<file path="config.mk">
export PLATFORM = sky130hd
export DESIGN_NAME = reset_seq_ctrl
export DESIGN_NICKNAME = d
export VERILOG_FILES = /design/src/rtl/reset_seq_ctrl.sv
export SDC_FILE = /design/constraint.sdc
export NUM_CORES = 1
export LEC_CHECK = 0
export ABC_AREA = 1
export CORE_ASPECT_RATIO = 1.75
export CORE_MARGIN = 4
export CORE_UTILIZATION = 33
export CTS_BUF_LIST = sky130_fd_sc_hd__clkbuf_4
export DETAILED_ROUTE_END_ITERATION = 10
export GPL_TIMING_DRIVEN = 0
export HOLD_SLACK_MARGIN = 0.05
export SLEW_MARGIN = 40
export SYNTH_ARGS = -nofsm -noshare
export SYNTH_HDL_FRONTEND = slang
export SYNTH_SLANG_ARGS = --single-unit
</file>
<file path="constraint.sdc">
create_clock -name clk -period 3.7 [get_ports clk]
set_input_delay 1.11 -clock clk [delete_from_list [all_inputs] [get_ports clk]]
set_output_delay 1.11 -clock clk [all_outputs]
set_load 0.05 [all_outputs]
</file>
<file path="src/rtl/reset_seq_ctrl.sv">
// Reset sequencer: releases NUM_STAGES downstream reset domains in order,
// waiting a minimum gap and each stage's acknowledge before moving on.
// A missing acknowledge times out and restarts the whole sequence.
module reset_seq_ctrl #(
    parameter int unsigned NUM_STAGES     = 4,
    parameter int unsigned HOLD_CYCLES    = 200,
    parameter int unsigned GAP_CYCLES     = 16,
    parameter int unsigned TIMEOUT_CYCLES = 65536,
    parameter bit          RST_LEVEL      = 1'b0
) (
    input  logic                  clk,
    input  logic                  rst_n,
    input  logic                  soft_rst_req,
    input  logic [NUM_STAGES-1:0] stage_ack,
    output logic [NUM_STAGES-1:0] stage_rst,
    output logic                  all_ready,
    output logic                  busy,
    output logic                  timeout_err,
    output logic [7:0]            retry_cnt
);

    localparam int unsigned CNT_MAX = (HOLD_CYCLES > TIMEOUT_CYCLES) ? HOLD_CYCLES : TIMEOUT_CYCLES;
    localparam int unsigned CW      = $clog2(CNT_MAX + 1);
    localparam int unsigned IW      = (NUM_STAGES > 1) ? $clog2(NUM_STAGES) : 1;

    localparam logic [CW-1:0] HOLD_LAST = CW'(HOLD_CYCLES - 1);
    localparam logic [CW-1:0] GAP_LAST  = CW'(GAP_CYCLES - 1);
    localparam logic [CW-1:0] TO_LAST   = CW'(TIMEOUT_CYCLES - 1);
    localparam logic [IW-1:0] IDX_LAST  = IW'(NUM_STAGES - 1);

    localparam logic [NUM_STAGES-1:0] ALL_ASSERTED = {NUM_STAGES{RST_LEVEL}};

    typedef enum logic [1:0] {
        ASSERT   = 2'd0,
        WAIT_ACK = 2'd1,
        DONE     = 2'd2
    } state_t;

    logic          sync_ff1;
    logic          rst_sync_n;

    state_t        state, state_n;
    logic [CW-1:0] cnt, cnt_n;
    logic [IW-1:0] idx, idx_n, idx_inc;
    logic [NUM_STAGES-1:0] rel, rel_n;
    logic          timeout_err_n;
    logic [7:0]    retry_cnt_n;
    logic          timeout_hit;

    // Released-stage mask: a set bit means that stage's reset is deasserted.
    assign rel     = stage_rst ^ ALL_ASSERTED;
    assign idx_inc = idx + 1'b1;

    // Two-flop synchronizer: async assertion, synchronous deassertion.
    always_ff @(posedge clk or negedge rst_n) begin
        if (!rst_n) begin
            sync_ff1   <= 1'b0;
            rst_sync_n <= 1'b0;
        end else begin
            sync_ff1   <= 1'b1;
            rst_sync_n <= sync_ff1;
        end
    end

    // State register plus registered outputs derived from the next state.
    always_ff @(posedge clk or negedge rst_n) begin
        if (!rst_n) begin
            state       <= ASSERT;
            cnt         <= '0;
            idx         <= '0;
            stage_rst   <= ALL_ASSERTED;
            all_ready   <= 1'b0;
            busy        <= 1'b1;
            timeout_err <= 1'b0;
            retry_cnt   <= '0;
        end else begin
            state       <= state_n;
            cnt         <= cnt_n;
            idx         <= idx_n;
            stage_rst   <= rel_n ^ ALL_ASSERTED;
            all_ready   <= (state_n == DONE);
            busy        <= (state_n != DONE);
            timeout_err <= timeout_err_n;
            retry_cnt   <= retry_cnt_n;
        end
    end

    // Next-state logic: hold, gap/ack advance, timeout retry, soft request override.
    always_comb begin
        state_n       = state;
        cnt_n         = cnt;
        idx_n         = idx;
        rel_n         = rel;
        timeout_err_n = timeout_err;
        retry_cnt_n   = retry_cnt;
        timeout_hit   = 1'b0;

        if (!rst_sync_n) begin
            state_n = ASSERT;
            cnt_n   = '0;
            idx_n   = '0;
            rel_n   = '0;
        end else begin
            case (state)
                ASSERT: begin
                    rel_n = '0;
                    if (cnt == HOLD_LAST) begin
                        state_n = WAIT_ACK;
                        idx_n   = '0;
                        cnt_n   = '0;
                        rel_n   = NUM_STAGES'(1);
                    end else begin
                        cnt_n = cnt + 1'b1;
                    end
                end
                WAIT_ACK: begin
                    // Acknowledge is tested before timeout so a same-cycle ack wins.
                    if ((cnt >= GAP_LAST) && stage_ack[idx]) begin
                        cnt_n = '0;
                        if (idx == IDX_LAST) begin
                            state_n = DONE;
                        end else begin
                            idx_n        = idx_inc;
                            rel_n[idx_inc] = 1'b1;
                        end
                    end else if (cnt == TO_LAST) begin
                        timeout_hit = 1'b1;
                        state_n     = ASSERT;
                        cnt_n       = '0;
                        idx_n       = '0;
                        rel_n       = '0;
                    end else begin
                        cnt_n = cnt + 1'b1;
                    end
                end
                DONE: begin
                    rel_n = '1;
                end
                default: begin
                    state_n = ASSERT;
                    cnt_n   = '0;
                    idx_n   = '0;
                    rel_n   = '0;
                end
            endcase

            if (timeout_hit) begin
                timeout_err_n = 1'b1;
                if (retry_cnt != 8'hFF) begin
                    retry_cnt_n = retry_cnt + 8'd1;
                end
            end

            // Soft request overrides the transition but keeps any timeout bookkeeping.
            if (soft_rst_req) begin
                state_n = ASSERT;
                cnt_n   = '0;
                idx_n   = '0;
                rel_n   = '0;
            end
        end
    end

endmodule

</file>
## After elaboration in Yosys (flattened, before gate mapping)

Index checks and enable logic that the tools add are counted.

- Add/subtract/negate cells: 3
- Order comparisons: 4
- Equality and inequality tests: 12
- Multiplexer cells: 35
- Bitwise gates (word level): 1
- Reductions and logical operators: 7

Operator list:

| cell | number |
|---|---|
| $mux 17 | 5 |
| $pmux 17 s3 | 1 |
| $mux 2 | 12 |
| $mux 4 | 5 |
| $add 17x1->17 const B | 1 |
| $eq 17x16->1 const B | 1 |
| $eq 17x8->1 const B | 1 |
| $ge 17x4->1 const B | 1 |
| $pmux 2 s3 | 2 |
| $pmux 4 s3 | 1 |
| $ne 5x5->1 const B | 2 |
| $add 8x1->8 const B | 1 |
| $ne 8x8->1 const B | 1 |
| $mux 1 | 7 |
| $eq 2x2->1 const B | 3 |
| $lt 2x3->1 const B | 2 |
| $ne 4x4->1 const B | 1 |
| $or 4x4->4 | 1 |
| $reduce_and 2->1 | 2 |
| $reduce_and 4->1 | 1 |
| $ne 3x3->1 const B | 1 |
| $reduce_and 3->1 | 1 |
| $add 2x1->2 const B | 1 |
| $bmux 1 s2 | 1 |
| other kinds (6) | 7 |

- Register bits: 38
- Bits of input ports: 7
- Output and inout port bits: 15

## Depth between registers and ports, before layout

Gate-level depths: netlist (run 1).

- Depth in word-level cells: 11
- Gate-level depth with buffers: 16
- Mapped depth without buffers: 15

## Worst setup path before layout (run 1)

No wires, ideal clock.

- Kind: in2reg
- Start point: input port stage_ack[3]
- End point: register retry_cnt[6]
- Setup time: 0.122 ns
- Arrival: 1.979 ns
- Data required time: 3.578 ns
- Setup slack: 1.599 ns
- Cell stages on the path: 10
- Path buffers: 1
- Cells stage by stage: nand2_1 -> nand3_1 -> nand2_1 -> o21bai_4 -> nand2_2 -> nor2_4 -> nand2_2 -> buf_6 -> nand2_2 -> o21ai_2

- Word-level cells in the longest chain between the ends: 7

Ends and longest elaborated chain:

| element | RTL line | text |
|---|---|---|
| start, declared | 14 | `input logic [NUM_STAGES-1:0] stage_ack,` |
| $bmux 1 s2 | 118 | `if ((cnt >= GAP_LAST) && stage_ack[idx]) begin` |
| $mux 1 (implied by the code) | 118 |  |
| $logic_and 1x1->1 | 118 |  |
| $mux 1 | 118 |  |
| $mux 1 | 104 | `case (state)` |
| $mux 1 | 98 | `if (!rst_sync_n) begin` |
| $reduce_and 3->1 (no line) | -- |  |
| end signal, assigned | 84 | `retry_cnt <= retry_cnt_n;` |
| end, declared | 19 | `output logic [7:0] retry_cnt` |

Every way passes these cells. The select of a mux whose other input is x is not followed.
A chain may end at the register's enable or synchronous reset.

## Final worst setup path (run 1)

- Start point: register busy
- End point: output port busy

RTL lines:

| element | RTL line | text |
|---|---|---|
| start, declared | 17 | `output logic busy,` |
| start signal, assigned | 82 | `busy <= (state_n != DONE);` |

No word-level cell between the ends.

==> metrics.cfg, run 1 <==
[floorplanning]
fp-row-count = 39
core_um2 = 6640
io_pins = 22
start_util = 0.345
die-width_um = 70.9
dieHeight_um = 118
dieArea_um2 = 8380

[drt]
drc = 0
vias = 2006
met3_length_um = 140
routedWlPerCell_um = 12.5
first_pass_iters = 4
routed_wl_mm = 5.13
top_layer = met4
ant_nets = 0
drt_iter0_drc = 64
vias_per_cell = 4.87
wl_met2_mm = 2.81
met1Wirelength_mm = 2.02

[pwr]
vdd_drop_max_v = 0.000199
leakage_nw = 1.27
powerDensity_nw_per_um2 = 263

[yosys]
synth_common_cells = 82 x nand2_1, 39 x nand3_1, 37 x dfrtp_1, 32 x nor2_1, 30 x inv_1
syn_nets = 316
synth_area_um2 = 2290
yosysSeqAreaShare = 0.416
syn_avg_cell_area_um2 = 7.62
synth_area_leader_cell = dfrtp_1
synthArstFlopShare = 1.00
synthFlopType = dfrtp_1
synth_cell_types = 29
ys_ff_latch = 38
synthCells = 300
yosysWarnings = 0
yosys-top-cells-area = dfrtp_1 40%, nand2_1 13%, nand3_1 8.5%, nor2_1 5.3%, ha_1 4.9%
synth-edff-count = 0
yosys.area.top_type_share = 0.405
synth_most_common_cell = nand2_1

[clock_tree]
clockBufferDepth = 2
cts_tree = done
insertion_delay_ns = 0.36
path_clk_slew_ns = 0.10
root_buffer = clkbuf_4
cts.repair.resized = 0
htreeDepth = 2
numCtsBuffers = 5
cts-hold-fix-buffers = 0
cts_sinks = 38
cts_setup_buffers = 0

[global_route]
grt_antenna_before_repair = 1
grt_overflow = 0
grt_pass1_vias = 1891
grt_max_degree = 39
grt_util_all_layers = 0.131
grt_pass1_wl_mm = 8.76

[timing]
fin_skew_ns = 0.0130
max_freq_mhz = 360
worstMarginPinSlew_ns = 0.523
slew_headroom = 0.650
fin_crit_ns = 2.78
slew_violations = 0
hold_violations = 0
fin_crit_sh = 0.751
finalSetupTns_ns = 0
rsz0062_at_grt = no
setup_viol = 0

[worst_setup_path]
worstPathMaxFanout = 1
critPathTopFamily = buffers and inverters
crit_required_ns = 2.59
crit_slowest_cell = clkdlybuf4s50_1
path_cells = clkdlybuf4s50_1
critical_path_arrival_ns = 1.67
startpoint_type = flop
crit_type = reg2out
slowest_delay_ns = 0.79
end_kind = primary output
crit_buf_inv = 1

[finish]
regArea_um2 = 952
design_area_um2 = 2660
drive_above_1_share = 0.0821
num-fill-cells = 737
area_growth_syn_to_layout_pct = 16.1
nNetsFinal = 344
multiInputGateArea_um2 = 1200

[min_path]
worstHoldPathType = reg2reg

[placed_design]
dp_hpwl_mm = 3.92
gp_congestion = 0.855
placed_cell_area_um2 = 2600
io_buffers = 21

[job]
drv_cap = 0

[outcome]
outcome = completed

[cell usage in the layout (no fill, tap or decap)]
cell type and count:
o21ai_2 3, clkbuf_4 7, o211ai_1 3, nand3b_1 1, clkbuf_1 2, o21ai_0 10
buf_4 1, or2_2 1, o21ai_1 9, xor2_1 5, nor2_4 2, nand3_1 39
o21bai_1 2, inv_1 30, clkinv_1 1, o21bai_4 1, a31oi_1 1, nor3_1 1
xnor2_1 8, nand3_2 1, ha_1 9, nand2_2 7, nand4_1 6, nand4_2 1
nor2_1 32, a21oi_1 3, nor2_2 1, clkdlybuf4s50_1 20, dfstp_2 1, conb_1 1
dfrtp_1 37, buf_6 1, diode_2 1, nand2_1 82
[power by group]
group | switching [W] | internal, W
Sequential | 0.00000544 | 0.000424
Combinational | 0.0000284 | 0.0000158
Clock | 0.000138 | 0.0000877
[state kept, by name, indices dropped and copies added (netlist names)]
signal / cells
state: 2
rst_sync_n: 1
timeout_err: 1
sync_ff1: 1
busy: 1
retry_cnt: 8
stage_rst: 4
cnt: 17
all_ready: 1
idx: 2
[kinds of logic after synthesis]
| group | count (synthesis) | synth area share |
|---|---|---|
| DFF | 38 | 0.416 |
| AOI/OAI and AO/OA | 32 | 0.0870 |
| buffers and inverters | 33 | 0.0574 |
| other | 1 | 0.00164 |
| adders and majority gates | 9 | 0.0492 |
| xor gates and xnor gates | 13 | 0.0498 |
| and+or+nand+nor | 174 | 0.339 |
[path summary, 6_finish.rpt]
kind | to | depth (start not counted) | slack (ns) | start
worst max-delay path | busy | 1 | 0.92 | busy$_DFF_PN1_
min in group asynchronous | retry_cnt[7]$_DFFE_PN0P_ | 1 | 0.70 | rst_n
worst min-delay path | rst_sync_n$_DFF_PN0_ | 0 | 0.37 | sync_ff1$_DFF_PN0_
worst min register to register | rst_sync_n$_DFF_PN0_ | 0 | 0.37 | sync_ff1$_DFF_PN0_
worst max register to register | cnt[0]$_DFFE_PN0N_ | 15 | 1.27 | cnt[1]$_DFFE_PN0N_
max in group asynchronous | busy$_DFF_PN1_ | 1 | 2.63 | rst_n
[metrics by stage]
step                setup slack [ns]  std cells  power [W]  hold slack (ns)   util
CTS                            0.889        411   0.000713            0.378  0.400
global route                   0.848        412   0.000736            0.389  0.400
floorplan                       1.60        300   0.000461            0.331      -
detailed placement             0.694        403   0.000483            0.336  0.391
global placement               0.519        403   0.000483            0.334  0.392
finish                         0.920        412   0.000699            0.371  0.400
[per-layer routing]
metal | track usage | vias to the layer above
met5 | 0 | -
met4 | 0.0706 | 0
met3 | 0.0221 | 10
met2 | 0.240 | 36
met1 | 0.138 | 937
li1 | - | 1023
[final cells by class]
class / count / share of cell area
clock inverters: 1 / 0.00141
diodes: 1 / 0.000942
inverters: 30 / 0.0424
plain buffers: 3 / 0.00707
multi-input cells: 229 / 0.453
flip-flops and latches: 38 / 0.358
repair buffers: 21 / 0.0782
well taps: 82 / 0.0386
clock buffers: 7 / 0.0198
Note: power is estimated with default switching activity, not from simulation.
==> run 2: changes to the inputs <==
==> constraint.sdc (replaced) <==
create_clock -name clk -period 2.8 [get_ports clk]
set_input_delay 0.84 -clock clk [delete_from_list [all_inputs] [get_ports clk]]
set_output_delay 0.84 -clock clk [all_outputs]
set_load 0.05 [all_outputs]
==> results of run 2 <==
Same layout as run 1 (identical final DEF). Status: completed.
Main changes from that run: setup slack after placement 0.694 ns -> 0.0643 ns; setup slack after layout 0.920 ns -> 0.290 ns; register-to-register setup slack 1.27 ns -> 0.37 ns; total power 0.000699 W -> 0.000923 W; worst IR drop on VDD 0.000199 V -> 0.000263 V
